--- config.mk ---
export PLATFORM = sky130hd
export DESIGN_NAME = buzzer_env_driver
export DESIGN_NICKNAME = d
export VERILOG_FILES = /design/src/rtl/buzzer_env_driver.sv
export SDC_FILE = /design/constraint.sdc
export NUM_CORES = 1
export LEC_CHECK = 0
export ABC_AREA = 1
export CORE_ASPECT_RATIO = 0.6
export CORE_MARGIN = 1
export CORE_UTILIZATION = 60
export CTS_BUF_LIST = sky130_fd_sc_hd__clkbuf_2
export CTS_CLUSTER_DIAMETER = 120
export DETAILED_ROUTE_END_ITERATION = 10
export PLACE_DENSITY = 0.81
export SKIP_CTS_REPAIR_TIMING = 1
export SYNTH_ARGS = -nofsm -noshare
export SYNTH_HDL_FRONTEND = slang
export SYNTH_SLANG_ARGS = --single-unit
--- constraint.sdc ---
create_clock -name clk -period 3.3 [get_ports clk]
set_clock_uncertainty 0.1 [all_clocks]
set_input_delay 0.66 -clock clk [delete_from_list [all_inputs] [get_ports clk]]
set_output_delay 0.66 -clock clk [all_outputs]
set_load 0.01 [all_outputs]
--- src/rtl/buzzer_env_driver.sv ---
// buzzer_env_driver
//   Applies a volume envelope (attack / sustain / release) to the square-wave
//   note carrier and drives the buzzer with a PWM-gated version of it.
//
//   Parameters
//     ENV_STEP   clk cycles per envelope step (>= 2)
//     STEP_SIZE  envelope level change per step
//
//   Ports
//     clk          clock
//     rst_n        asynchronous active-low reset
//     tone_in      note carrier, asynchronous to clk (resynchronised here)
//     note_strobe  1-cycle pulse at each beat boundary
//     rest         qualifies note_strobe: 1 = new beat is silent
//     vol          volume 0..7, envelope target = vol*32
//     mute         level-sensitive mute request
//     buzz_out     registered buzzer drive
//     env_level    current envelope level (0..224)
//     active       envelope state machine is not idle
module buzzer_env_driver #(
  parameter int ENV_STEP  = 50000,
  parameter int STEP_SIZE = 8
) (
  input  logic       clk,
  input  logic       rst_n,
  input  logic       tone_in,
  input  logic       note_strobe,
  input  logic       rest,
  input  logic [2:0] vol,
  input  logic       mute,
  output logic       buzz_out,
  output logic [7:0] env_level,
  output logic       active
);

  localparam int              PW         = $clog2(ENV_STEP);
  localparam logic [PW-1:0]   PRESC_LAST = PW'(ENV_STEP - 1);
  // Level arithmetic is done 16 bits wide so sums/differences never wrap
  // before the saturation compare.
  localparam logic [15:0]     STEP       = 16'(STEP_SIZE);

  localparam logic [1:0] S_IDLE    = 2'd0;
  localparam logic [1:0] S_ATTACK  = 2'd1;
  localparam logic [1:0] S_SUSTAIN = 2'd2;
  localparam logic [1:0] S_RELEASE = 2'd3;

  logic [1:0]    state, state_nxt;
  logic [7:0]    level_nxt;
  logic          tone_meta, tone_s;
  logic [7:0]    pwm_cnt;
  logic [PW-1:0] presc;
  logic          presc_clr;
  logic          step_tick;
  logic [7:0]    target;
  logic [15:0]   lvl_w, tgt_w;
  logic [7:0]    lvl_up, lvl_dn, lvl_rel, lvl_track;

  assign active = (state != S_IDLE);
  assign target = {vol, 5'd0};

  // Two-flop resynchroniser; tone_s is the only use of the carrier.
  always_ff @(posedge clk or negedge rst_n) begin
    if (!rst_n) begin
      tone_meta <= 1'b0;
      tone_s    <= 1'b0;
    end else begin
      tone_meta <= tone_in;
      tone_s    <= tone_meta;
    end
  end

  always_ff @(posedge clk or negedge rst_n) begin
    if (!rst_n) pwm_cnt <= 8'd0;
    else        pwm_cnt <= pwm_cnt + 8'd1;
  end

  always_ff @(posedge clk or negedge rst_n) begin
    if (!rst_n) buzz_out <= 1'b0;
    else        buzz_out <= tone_s & (pwm_cnt < env_level);
  end

  // Prescaler restarts on every entry to ATTACK/RELEASE so the first step
  // lands a full ENV_STEP cycles after the event that started the ramp.
  assign step_tick = (presc == PRESC_LAST);

  always_ff @(posedge clk or negedge rst_n) begin
    if (!rst_n)                      presc <= '0;
    else if (presc_clr || step_tick) presc <= '0;
    else                             presc <= presc + 1'b1;
  end

  // Saturating step candidates.
  assign lvl_w   = {8'd0, env_level};
  assign tgt_w   = {8'd0, target};
  assign lvl_up  = (lvl_w + STEP >= tgt_w) ? target : 8'(lvl_w + STEP);
  assign lvl_dn  = (lvl_w >= tgt_w + STEP) ? 8'(lvl_w - STEP) : target;
  assign lvl_rel = (lvl_w >= STEP) ? 8'(lvl_w - STEP) : 8'd0;
  assign lvl_track = (env_level < target) ? lvl_up :
                     (env_level > target) ? lvl_dn : env_level;

  // Event priority inside each state: mute, then note_strobe, then step_tick.
  always_comb begin
    state_nxt = state;
    level_nxt = env_level;
    presc_clr = 1'b0;
    case (state)
      S_IDLE: begin
        if (note_strobe && !rest && !mute) begin
          state_nxt = S_ATTACK;
          presc_clr = 1'b1;
        end
      end
      S_ATTACK, S_SUSTAIN: begin
        if (mute || (note_strobe && rest)) begin
          state_nxt = S_RELEASE;
          presc_clr = 1'b1;
        end else if (note_strobe) begin
          // Legato: restart the ramp from wherever the level is now.
          state_nxt = S_ATTACK;
          presc_clr = 1'b1;
        end else if (state == S_SUSTAIN) begin
          if (env_level != target) begin
            state_nxt = S_ATTACK;
            presc_clr = 1'b1;
          end
        end else begin
          if (step_tick) level_nxt = lvl_track;
          if (level_nxt == target) state_nxt = S_SUSTAIN;
        end
      end
      S_RELEASE: begin
        if (!mute && note_strobe && !rest) begin
          state_nxt = S_ATTACK;
          presc_clr = 1'b1;
        end else begin
          if (step_tick) level_nxt = lvl_rel;
          if (level_nxt == 8'd0) state_nxt = S_IDLE;
        end
      end
      default: state_nxt = S_IDLE;
    endcase
  end

  always_ff @(posedge clk or negedge rst_n) begin
    if (!rst_n) begin
      state     <= S_IDLE;
      env_level <= 8'd0;
    end else begin
      state     <= state_nxt;
      env_level <= level_nxt;
    end
  end

endmodule

==> impl_metrics.toml, run 1 <==
[status]
status = "completed"

[power_and_ir_drop]
power_mw = 2.431
vdd_ir_drop_max_mv = 0.4681
switching_share_pct = 51.23
power.internal_mw = 1.186
clkPwrFrac_pct = 7.5
p_leak_nw = 1.628
switching_power_mw = 1.246
combPwrFrac_pct = 68.3
pwr-share-seq_pct = 24.2
powerDensity_nw_per_um2 = 752.0

[synth]
synth-edff-count = 0
seq_area_frac_synth_pct = 32.76
synth_nets = 434
synthFlopType = "dfrtp_1"
netlist_instances = 403
ys_ff_latch = 37
synth_async_sr_flop_share_pct = 100.0
synth_warnings = 0
avgSynthCellArea_sq_um = 7.014
syn_area_sq_um = 2826
ys_types = 36

[sta]
worst_pin_slew_ns = 0.8136
timing.setup.tns_ns = 0
whs_ns = 0.2461
setup_ws_ns = 0.3022
hold_viol = 0
rsz0062_at_grt = "false"
max_freq_mhz = 333.6
fin_crit_sh_pct = 90.84
period_needed_ns = 2.998
slew_headroom_pct = 45.76
drv_slew = 0
setup_viol = 0

[die]
pin_count = 19
die_w_um = 90.61
dieArea_sq_um = 4998
initial_utilization_pct = 65.71
coreArea_sq_um = 4302
core.rowCount = 18
dieHeight_um = 55.17

[critical_path]
cp.arrival_ns = 3.19
critPathMaxFanout = 10
critPathLaunchType = "register"
worstReg2RegStart = "env_level[5]"
critPathCaptureType = "register"
r2r_slack_ns = 0.30
crit_start = "env_level[5]"
crit_type = "reg -> reg"
critPathRequiredTime_ns = 3.49

[route]
dr.first_iter.drc_count = 251
post_drt_via_cell_ratio = 5.419
wire_per_inst_um = 14.95
drc = 0
via_count = 2726
ant_nets = 0
routed_wl_mm = 7.519
drtPass1Iterations = 5

[grt]
grt_pass1_vias = 2384
grt_pass1_wl_mm = 11.99
grt-ovfl-total = 0
track_usage_pct = 32.60
grt_max_degree = 38
antenna_found_initial = 0

[placed_design]
gp_congestion = 1.022
dp.cells = 497
io_buffers = 18
dp_hpwl_mm = 6.115
pre_cts_slack_ns = 0.05239
place_area_sq_um = 3203

[finish]
areaGrowthSynthToFinish_pct = 14.39
drive_above_1_share_pct = 12.19
final_area_sq_um = 3233
nets = 475
diodes = 0
utilization_pct = 75.16
fin_cells = 503

[clocking]
clock_tree.buffer_depth = 2
clock-sinks = 37
htreeDepth = 2
insertion_delay_ns = 0.37
root_buffer = "clkbuf_2"
cts_inserted_buffers = 5
clk_pin_slew_ns = 0.17
cts_tree = "done"

[flow_run]
cap_violations = 0

[min_path]
hp-class = "in -> async"
state kept, by name (all words and copies together) (netlist names):
signal,count
buzz_out,1
env_level,8
presc,16
pwm_cnt,8
state,2
tone_meta,1
tone_s,1
metal layers:
metal  vias up  part of all wire, %  track usage, %
met5         -                    0               0
met4         0                 0.81           4.301
met3        10                   13           11.89
li1       1372                    -               -
met1      1206                   48           47.66
met2       138                   37           46.59
critical path, cell delays in order, from the launching register on:
cell and delay, ns:
dfrtp_1 0.47, buf_4 0.24, nand3_1 0.09, nand2_1 0.06, nand2_1 0.05, inv_1 0.11
ha_1 0.26, nand2_1 0.12, nor2_1 0.05, nor2_1 0.17, nand3_2 0.13, inv_1 0.10
nand2_1 0.05, nand3_1 0.16, nand3_1 0.14, nand2_1 0.10, nand2_1 0.05, nand2_1 0.08
nand3_1 0.10, nand2_2 0.10, nand2_2 0.05, nand2_1 0.07, nand2_1 0.05
power groups by stage:
stage / combinational [mW] / sequential (mW) / clock (mW)
floorplan: 0.987 / 0.611 / 0
global placement: 1.57 / 0.586 / 0
detailed placement: 1.59 / 0.593 / 0
CTS: 1.60 / 0.585 / 0.186
global route: 1.81 / 0.597 / 0.203
finish: 1.66 / 0.588 / 0.183
cells in the final DEF (no fill, tap or decap), types with 5 or more instances in the layout:
cell type,n
buf_4,22
clkbuf_2,5
o22ai_1,6
nand3_1,32
xor2_1,9
nand2_1,104
o21ai_1,5
nor3_1,8
nor2_1,52
nor3b_1,6
o21ai_0,8
dfrtp_1,37
a21oi_1,14
ha_1,22
nand2_2,6
nand4_1,6
clkdlybuf4s50_1,17
inv_1,52
cell families (layout without fill, tap and decap cells):
kind of cell | Yosys count | after routing | share of synthesized area (%)
flip-flops | 37 | 37 | 32.76
buffers and inverters | 64 | 104 | 9.118
XOR/XNOR | 13 | 13 | 4.028
adder cells (fa/ha/maj) | 22 | 22 | 9.739
AO/OA/AOI/OAI | 42 | 42 | 8.987
AND/OR/NAND/NOR | 225 | 225 | 35.37
synthesized netlist by cell type (2+ instances only):
cell type,number,area [sq um]
nand2_1,104,390.4
inv_1,52,195.2
nor2_1,52,195.2
dfrtp_1,37,925.9
nand3_1,32,160.2
ha_1,22,275.3
a21oi_1,14,70.07
xor2_1,9,78.83
nor3_1,8,40.04
o21ai_0,8,40.04
nand2_2,6,37.54
nand4_1,6,37.54
nor3b_1,6,45.04
o22ai_1,6,37.54
o21ai_1,5,25.02
inv_2,4,15.01
nor2_2,4,25.02
nor3_2,4,40.04
xnor2_1,4,35.03
buf_4,2,15.01
clkbuf_1,2,7.510
o21ai_2,2,17.52
path summary, 6_finish.rpt:
check	cells past startpoint	endpoint
max in group asynchronous	1	presc[5]
min	1	env_level[4]
max	22	state[1]
max reg2reg	22	state[1]
min reg2reg	0	tone_s
min in group clk	0	tone_s
area by class of cell:
class | instances | area (sq um)
clock buffers | 5 | 25.02
flip-flops and latches | 37 | 925.9
clock inverters | 1 | 5.005
well taps | 60 | 75.07
repair buffers | 40 | 340.3
fillers | 355 | 1069
multi-input cells | 302 | 1643
inverters | 58 | 219.0
Power figures use the tool's default switching activity.
==> run 2, diff against run 1 <==
- clock period: 3.3 -> 3.65 ns (I/O delays scaled with it)
==> run 2 against run 1 <==
Count of clock-buffer cells in the layout is the same. Largest cell class unchanged. Critical endpoint unchanged. First-iteration DRC count rose by 11%. Critical path type unchanged. Clock power is 86% higher.
==> impl_metrics.toml, run 2 (synthesis gave the netlist of run 1 again) <==
[status]
status = "completed"

[die]
dieHeight_um = 55.17
core.rowCount = 18
die_w_um = 90.61
dieArea_sq_um = 4998
coreArea_sq_um = 4302
initial_utilization_pct = 65.71
pin_count = 19

[route]
via_count = 2738
drc = 0
wire_per_inst_um = 14.85
dr.first_iter.drc_count = 278
ant_nets = 0
routed_wl_mm = 7.249
drtPass1Iterations = 7
post_drt_via_cell_ratio = 5.611

[flow_run]
cap_violations = 0

[sta]
setup_viol = 0
whs_ns = 0.2775
max_freq_mhz = 306.7
rsz0062_at_grt = "false"
fin_crit_sh_pct = 89.32
setup_ws_ns = 0.3897
slew_headroom_pct = 23.31
timing.setup.tns_ns = 0
period_needed_ns = 3.260
worst_pin_slew_ns = 1.143
hold_viol = 0
drv_slew = 0

[placed_design]
dp_hpwl_mm = 5.743
pre_cts_slack_ns = 0.05601
io_buffers = 18
gp_congestion = 1.021
dp.cells = 480
place_area_sq_um = 3075

[finish]
regMostFlops = "presc"
drive_above_1_share_pct = 9.112
nets = 458
diodes = 0
final_area_sq_um = 3169
largest_register_ffs = 16
final_cell_mix = "nand2_1 (104), inv_1 (52), nor2_1 (52)"
fin_cells = 488
utilization_pct = 73.68
layout_commonest_cell = "nand2_1"
reg_top3 = "presc x16, env_level x8, pwm_cnt x8"
areaGrowthSynthToFinish_pct = 12.13
fill_cells = 359

[critical_path]
critPathCaptureType = "register"
cpMostUsedCell = "nand2_1"
path_cells = "ha_1, nand3_1, xor2_1, ha_1, nand2_1, nor2_1, nor2_1, nand3_2, inv_1, nand2_1, nand3_1, nand3_1, nand2_1, nand2_1, nand2_1, nand3_1, nand2_2, nand2_2, nand2_1, nand2_1"
critPathMaxFanout = 7
critPathRequiredTime_ns = 3.88
critPathLaunchType = "register"
cp.arrival_ns = 3.49
cp_slowest_cell = "dfrtp_1"
slowest_delay_ns = 0.52
crit_type = "reg -> reg"

[clocking]
htreeDepth = 2
clk_pin_slew_ns = 0.20
insertion_delay_ns = 0.41
root_buffer = "clkbuf_2"
clock-sinks = 37
cts_tree = "done"
cts_inserted_buffers = 5
clock_tree.buffer_depth = 2

[grt]
grt_pass1_vias = 2295
antenna_found_initial = 0
grt_pass1_wl_mm = 11.45
grt-ovfl-total = 0
grt_max_degree = 38
track_usage_pct = 30.62

[power_and_ir_drop]
power.internal_mw = 1.133
pwr-share-seq_pct = 23.9
vdd_ir_drop_max_mv = 0.5268
switching_share_pct = 49.89
clkPwrFrac_pct = 15.0
p_leak_nw = 1.573
powerDensity_nw_per_um2 = 713.6
combPwrFrac_pct = 61.1
switching_power_mw = 1.128
power_mw = 2.262

[min_path]
hp-class = "in -> async"
-- run 2: power by group through the flow --
| stage | logic (mW) | registers [mW] | clock network, mW |
|---|---|---|---|
| CTS | 1.33 | 0.538 | 0.343 |
| global route | 1.51 | 0.547 | 0.361 |
| detailed placement | 1.32 | 0.547 | 0 |
| floorplan | 0.892 | 0.553 | 0 |
| global placement | 1.31 | 0.543 | 0 |
| finish | 1.38 | 0.540 | 0.340 |
-- run 2: layout make-up --
type	instances	area (sq um)	share of cell area, %
Clock inverter	3	68.82	2.171
Clock buffer	5	25.02	0.7896
Timing Repair Buffer	23	212.7	6.711
Tap cell	60	75.07	2.369
Sequential cell	37	925.9	29.21
Multi-Input combinational cell	302	1643	51.84
Inverter	58	219.0	6.909
-- run 2: path summary, 6_finish.rpt --
check | start | end | cells after the start | slack [ns]
setup / recovery | env_level[4] | state[1] | 20 | 0.39
hold / removal | rst_n | tone_s | 1 | 0.28
setup reg to reg | env_level[4] | state[1] | 20 | 0.39
hold reg to reg | tone_meta | tone_s | 0 | 0.28
max in group asynchronous | rst_n | presc[11] | 1 | 2.67
min in group clk | tone_meta | tone_s | 0 | 0.28
-- run 2: metal layers --
layer  GRT usage (%)  up-vias  wire (um)  part of all wire [%]
met4           6.452        0         66                  0.91
li1                -     1337          -                     -
met1           46.19     1239       3620                    50
met5               0        -          0                     0
met3           9.563       11        898                    12
met2           41.92      151       2664                    37
-- run 2: worst max-delay path, delay by kind of cell, from the launching register on --
| kind | cells | cell delay [ns] |
|---|---|---|
| buffers and inverters | 1 | 0.12 |
| XOR/XNOR | 1 | 0.26 |
| flip-flops | 1 | 0.52 |
| adder cells (fa/ha/maj) | 2 | 0.54 |
| AND/OR/NAND/NOR | 16 | 1.63 |
==> variant 1: new RTL, config.mk and constraints of run 2 <==
The output `buzz_out` loses its register stage (`buzz_out` becomes a continuous assignment). Comments in the files are not updated.
--- a/src/rtl/buzzer_env_driver.sv
+++ b/src/rtl/buzzer_env_driver.sv
@@ -75,8 +75,5 @@
   end
 
-  always_ff @(posedge clk or negedge rst_n) begin
-    if (!rst_n) buzz_out <= 1'b0;
-    else        buzz_out <= tone_s & (pwm_cnt < env_level);
-  end
+  assign buzz_out = tone_s & (pwm_cnt < env_level);
 
   // Prescaler restarts on every entry to ATTACK/RELEASE so the first step
Check against the original RTL: no difference found for any inputs over 10 cycles, from zero or initial values and one cycle with rst_n low; that may be too few to reach the edited logic, so the function may still have changed.
==> variant 1 against run 2 <==
Worst setup slack worse by 170 ps. Cell count is 1.4% lower. Combinational power is 5% lower. Clock power fell by 48%. Area after synthesis down 1.8%. Critical path depth decreased by 1. Cell area is 2.3% lower. Power is 11% lower. Wire length shrank 4.0%. Sequential cell count shrank 1. Fmax decreased by 5.0%. Largest cell class unchanged.
==> variant 1: results (changes against run 2) <==
result of the run finished clean; Hold Path End tone_s; WP data arrival 3620 ps (+130 ps); proportion of synthesized chip area in sequential cells 32.4% (-0.31 points); clock insertion delay at the later pin of the skew report 380 ps (-30 ps); clock buffer count from CTS 5 (unchanged); number of global-route vias before repair 2237 (-2.5%); fraction of power spent switching nets 52.5% (+2.6 points); detailed placer's ending HPWL 5.68 mm (-1.0%); combinational group share of total power 64.9% (+3.8 points); Reg2Reg Setup Slack 220 ps (-170 ps); Hold Startpoint tone_meta; gp weighted congestion 0.984 (-3.7%); count of flip-flops with a built-in enable after synthesis 0 (unchanged); maximum fanout count along the critical path 6 (-1); DP Cell Count 473 (-1.5%); combined area of the multi-input logic cells 1650 µm² (+0.53%); capture instance of the worst register-to-register path state[0]; Post-layout nets 451 (-1.5%); Vias/cell 5.48 (-2.3%); static power due to leakage 0.00153 µW (-2.9%); cells taking the most area after synthesis sky130_fd_sc_hd__dfrtp_1 32%, sky130_fd_sc_hd__nand2_1 13%, sky130_fd_sc_hd__ha_1 9.9%, sky130_fd_sc_hd__nor2_1 7.7%, sky130_fd_sc_hd__nand3_1 6.3%; final period utilization 94.0% (+4.7 points); Post-Synthesis Cells 394 (-2.2%); Clock Tree Buf Depth 2 (unchanged); fraction of layout cells with a size suffix above 1 8.79% (-0.32 points); # fillers 368 (+2.5%); XOR/XNOR share of the synthesized area 4.10% (+0.073 points); launching point of the worst reg2reg path env_level[7]; maximum vdd ir drop 0.336 mV (-36%); Synth Net Count 425 (-2.1%); Post-Place Setup Slack 112 ps (+56.4 ps); final cell count without fillers 481 (-1.4%); length of the first detailed-routing pass in iterations 5 (-2); Synth top cells by count 93 x sky130_fd_sc_hd__nand2_1, 57 x sky130_fd_sc_hd__nor2_1, 43 x sky130_fd_sc_hd__inv_1; Avg WL per Cell 14.5 µm (-2.6%); pin slew with the least headroom to its limit 1180 ps (+33.3 ps); Post-DP Area 3050 µm² (-0.77%); area share of fa/ha/maj cells after synthesis 9.91% (+0.18 points); overall power after layout 2010 µW (-11%); hold slack 293 ps (+15.1 ps); largest net degree at the start of global routing 37 (-2.6%); number of unique standard cell types used by synthesis 37 (+2.8%); GRT Util Overall 30.4% (-0.22 points); Synth Area in Compound Gates 8.97% (-0.018 points); kind of path behind the tightest hold check reg2reg; number of cells traversed by the worst register-to-register path 19 (-5.0%); first-pass GRT wire length 11.2 mm (-1.9%)
==> variant 1: cell count changes in the layout (fill, tap and decap cells not counted), moves of 2 or more <==
cell                               run 2  this run
sky130_fd_sc_hd__nand3_1              32        35
sky130_fd_sc_hd__a21oi_1              14        12
sky130_fd_sc_hd__clkinv_1              1         4
sky130_fd_sc_hd__nor3_2                4         0
sky130_fd_sc_hd__o21ai_2               2         0
sky130_fd_sc_hd__inv_2                 4         7
sky130_fd_sc_hd__bufinv_16             2         0
sky130_fd_sc_hd__nor2_1               52        57
sky130_fd_sc_hd__nor2_2                4         2
sky130_fd_sc_hd__nand2_1             104        93
sky130_fd_sc_hd__nor4_2                0         2
sky130_fd_sc_hd__o21a_1                0         2
sky130_fd_sc_hd__inv_1                52        43
sky130_fd_sc_hd__o21ai_0               8        11
==> variant 1: metal layers <==
layer | track usage (%) | wire length, µm
met1 | 45.9 | 3600
met2 | 41.0 | 2530
met3 | 10.8 | 800
met4 | 4.37 | 30
met5 | 0 | 0
==> variant 1: layout make-up <==
| cell class | instances | area share, % |
|---|---|---|
| inverters | 53 | 6.43 |
| flip-flops and latches | 36 | 29.1 |
| well taps | 60 | 2.43 |
| repair buffers | 24 | 7.36 |
| clock buffers | 6 | 0.970 |
| clock inverters | 2 | 0.364 |
| multi-input cells | 300 | 53.4 |
==> variant 1: worst register-to-register path: cells and delay by family (launching register included) <==
family / cells / cell delay [ps]
flip-flops: 1 / 520
AO/OA/AOI/OAI: 1 / 200
buffers and inverters: 1 / 350
adder cells (fa/ha/maj): 1 / 350
AND/OR/NAND/NOR: 15 / 1360
XOR/XNOR: 1 / 470
==> variant 2: new RTL, config.mk and constraints of run 2 <==
Made on the original files. `ENV_STEP`: 50000 -> 100000.
--- a/src/rtl/buzzer_env_driver.sv
+++ b/src/rtl/buzzer_env_driver.sv
@@ -19,5 +19,5 @@
 //     active       envelope state machine is not idle
 module buzzer_env_driver #(
-  parameter int ENV_STEP  = 50000,
+  parameter int ENV_STEP  = 100000,
   parameter int STEP_SIZE = 8
 ) (
Check against the original RTL: no difference found for any inputs over 10 cycles, from zero or initial values and one cycle with rst_n low; that may be too few to reach the edited logic, so the function may still have changed.
==> variant 2 against run 2 <==
Combinational power rose by 4%. Via count grew 0.40%. Sequential share of layout area up 0.11 points. Power rose by 4.2%. Sequential cell count grew 1. Worst setup slack improved by 130 ps. Area after synthesis up 3.1%. Cell area up 2.3%. Wire length increased by 0.41%. Critical endpoint is now presc[15]. Largest power group unchanged. Highest routed layer unchanged.
==> variant 2: results (changes against run 2) <==
combined area of the multi-input logic cells 1700 µm² (+3.7%); length of the first detailed-routing pass in iterations 5 (-2); library cell contributing the largest single delay on the critical path sky130_fd_sc_hd__clkdlybuf4s50_1; area of all sequential standard cells 951 µm² (+2.7%); maximum fanout count along the critical path 10 (+3); violation count after the first detailed-route iteration 304 (+9.4%); ClkCell Share 2.89% (-0.067 points); total wire length after detailed routing 7.28 mm (+0.41%); clock input transition at the sequential cells of the worst setup and hold paths 220 ps (+20 ps); Met1 Routed Length 3.61 mm (-0.41%); result of the run finished clean; proportion of synthesized chip area in sequential cells 32.6% (-0.13 points); gp weighted congestion 0.971 (-5.0%); wire length on met2 2.87 mm (+7.8%); combinational group share of total power 60.5% (-0.6 points); met3 GRT Util 6.97% (-2.6 points); static power due to leakage 0.00166 µW (+5.7%); maximum vdd ir drop 0.387 mV (-27%); metal3 WL 725 µm (-19%); leading registers by flop count presc: 17 flops, env_level: 8 flops, pwm_cnt: 8 flops; delay contributed by the slowest stage of the critical path 570 ps (+50 ps); largest net degree at the start of global routing 39 (+2.6%); Post-layout nets 464 (+1.3%); pin slew with the least headroom to its limit 866 ps (-276 ps); first-pass GRT wire length 12.1 mm (+5.6%); count of non-CTS buffers in the layout 18 (-22%); met2 Resource Use GR 43.1% (+1.2 points); number of global-route vias before repair 2495 (+8.7%); cell type group with the largest total delay on the critical path buffers and inverters; Synth top cells by count 103 x sky130_fd_sc_hd__nand2_1, 51 x sky130_fd_sc_hd__inv_1, 46 x sky130_fd_sc_hd__nor2_1; multi-input logic cell count 306 (+1.3%); total internal power 1180 µW (+4.4%); inverters 64 (+10%); GRT Util Overall 30.6% (about the same); sinks on the clock net 38 (+2.7%); relative contribution of sequential cells to total power 25.2% (+1.3 points); Synth Net Count 442 (+1.8%); Data buffer area share 5.40% (-1.3 points); met1 capacity usage during global routing 48.4% (+2.2 points); fraction of layout cells with a size suffix above 1 11.8% (+2.6 points); Vias/cell 5.53 (-1.4%)
-- variant 2: logic make-up after synthesis --
family / count (synthesis) / share of synthesized area (%)
simple gates: 220 / 34.2
fa+ha+maj: 22 / 9.45
flops: 38 / 32.6
buf+inv: 67 / 8.89
compound gates: 51 / 10.9
xor+xnor: 13 / 3.91
-- variant 2: stage by stage --
step	std cells	hold WS [ps]	instance area [µm²]	total power [µW]	setup slack, ps
after global placement	489	233	3150	1970	158
final	497	289	3240	2360	519
after floorplan	411	231	2910	1570	1010
after CTS	497	319	3240	2330	619
after global routing	497	304	3240	2550	275
after detailed placement	489	236	3150	1990	166
-- variant 2: worst max path at each step --
stage,startpoint,endpoint,slack [ps],cells past startpoint
2_1_floorplan,env_level[3],state[1],1010,21
3_3_place_gp,vol[1],state[1],160,19
3_5_place_dp,vol[1],state[1],170,19
4_1_cts,vol[0],presc[15],620,13
5_1_grt,env_level[3],state[0],270,21
6_report,vol[0],presc[15],520,13
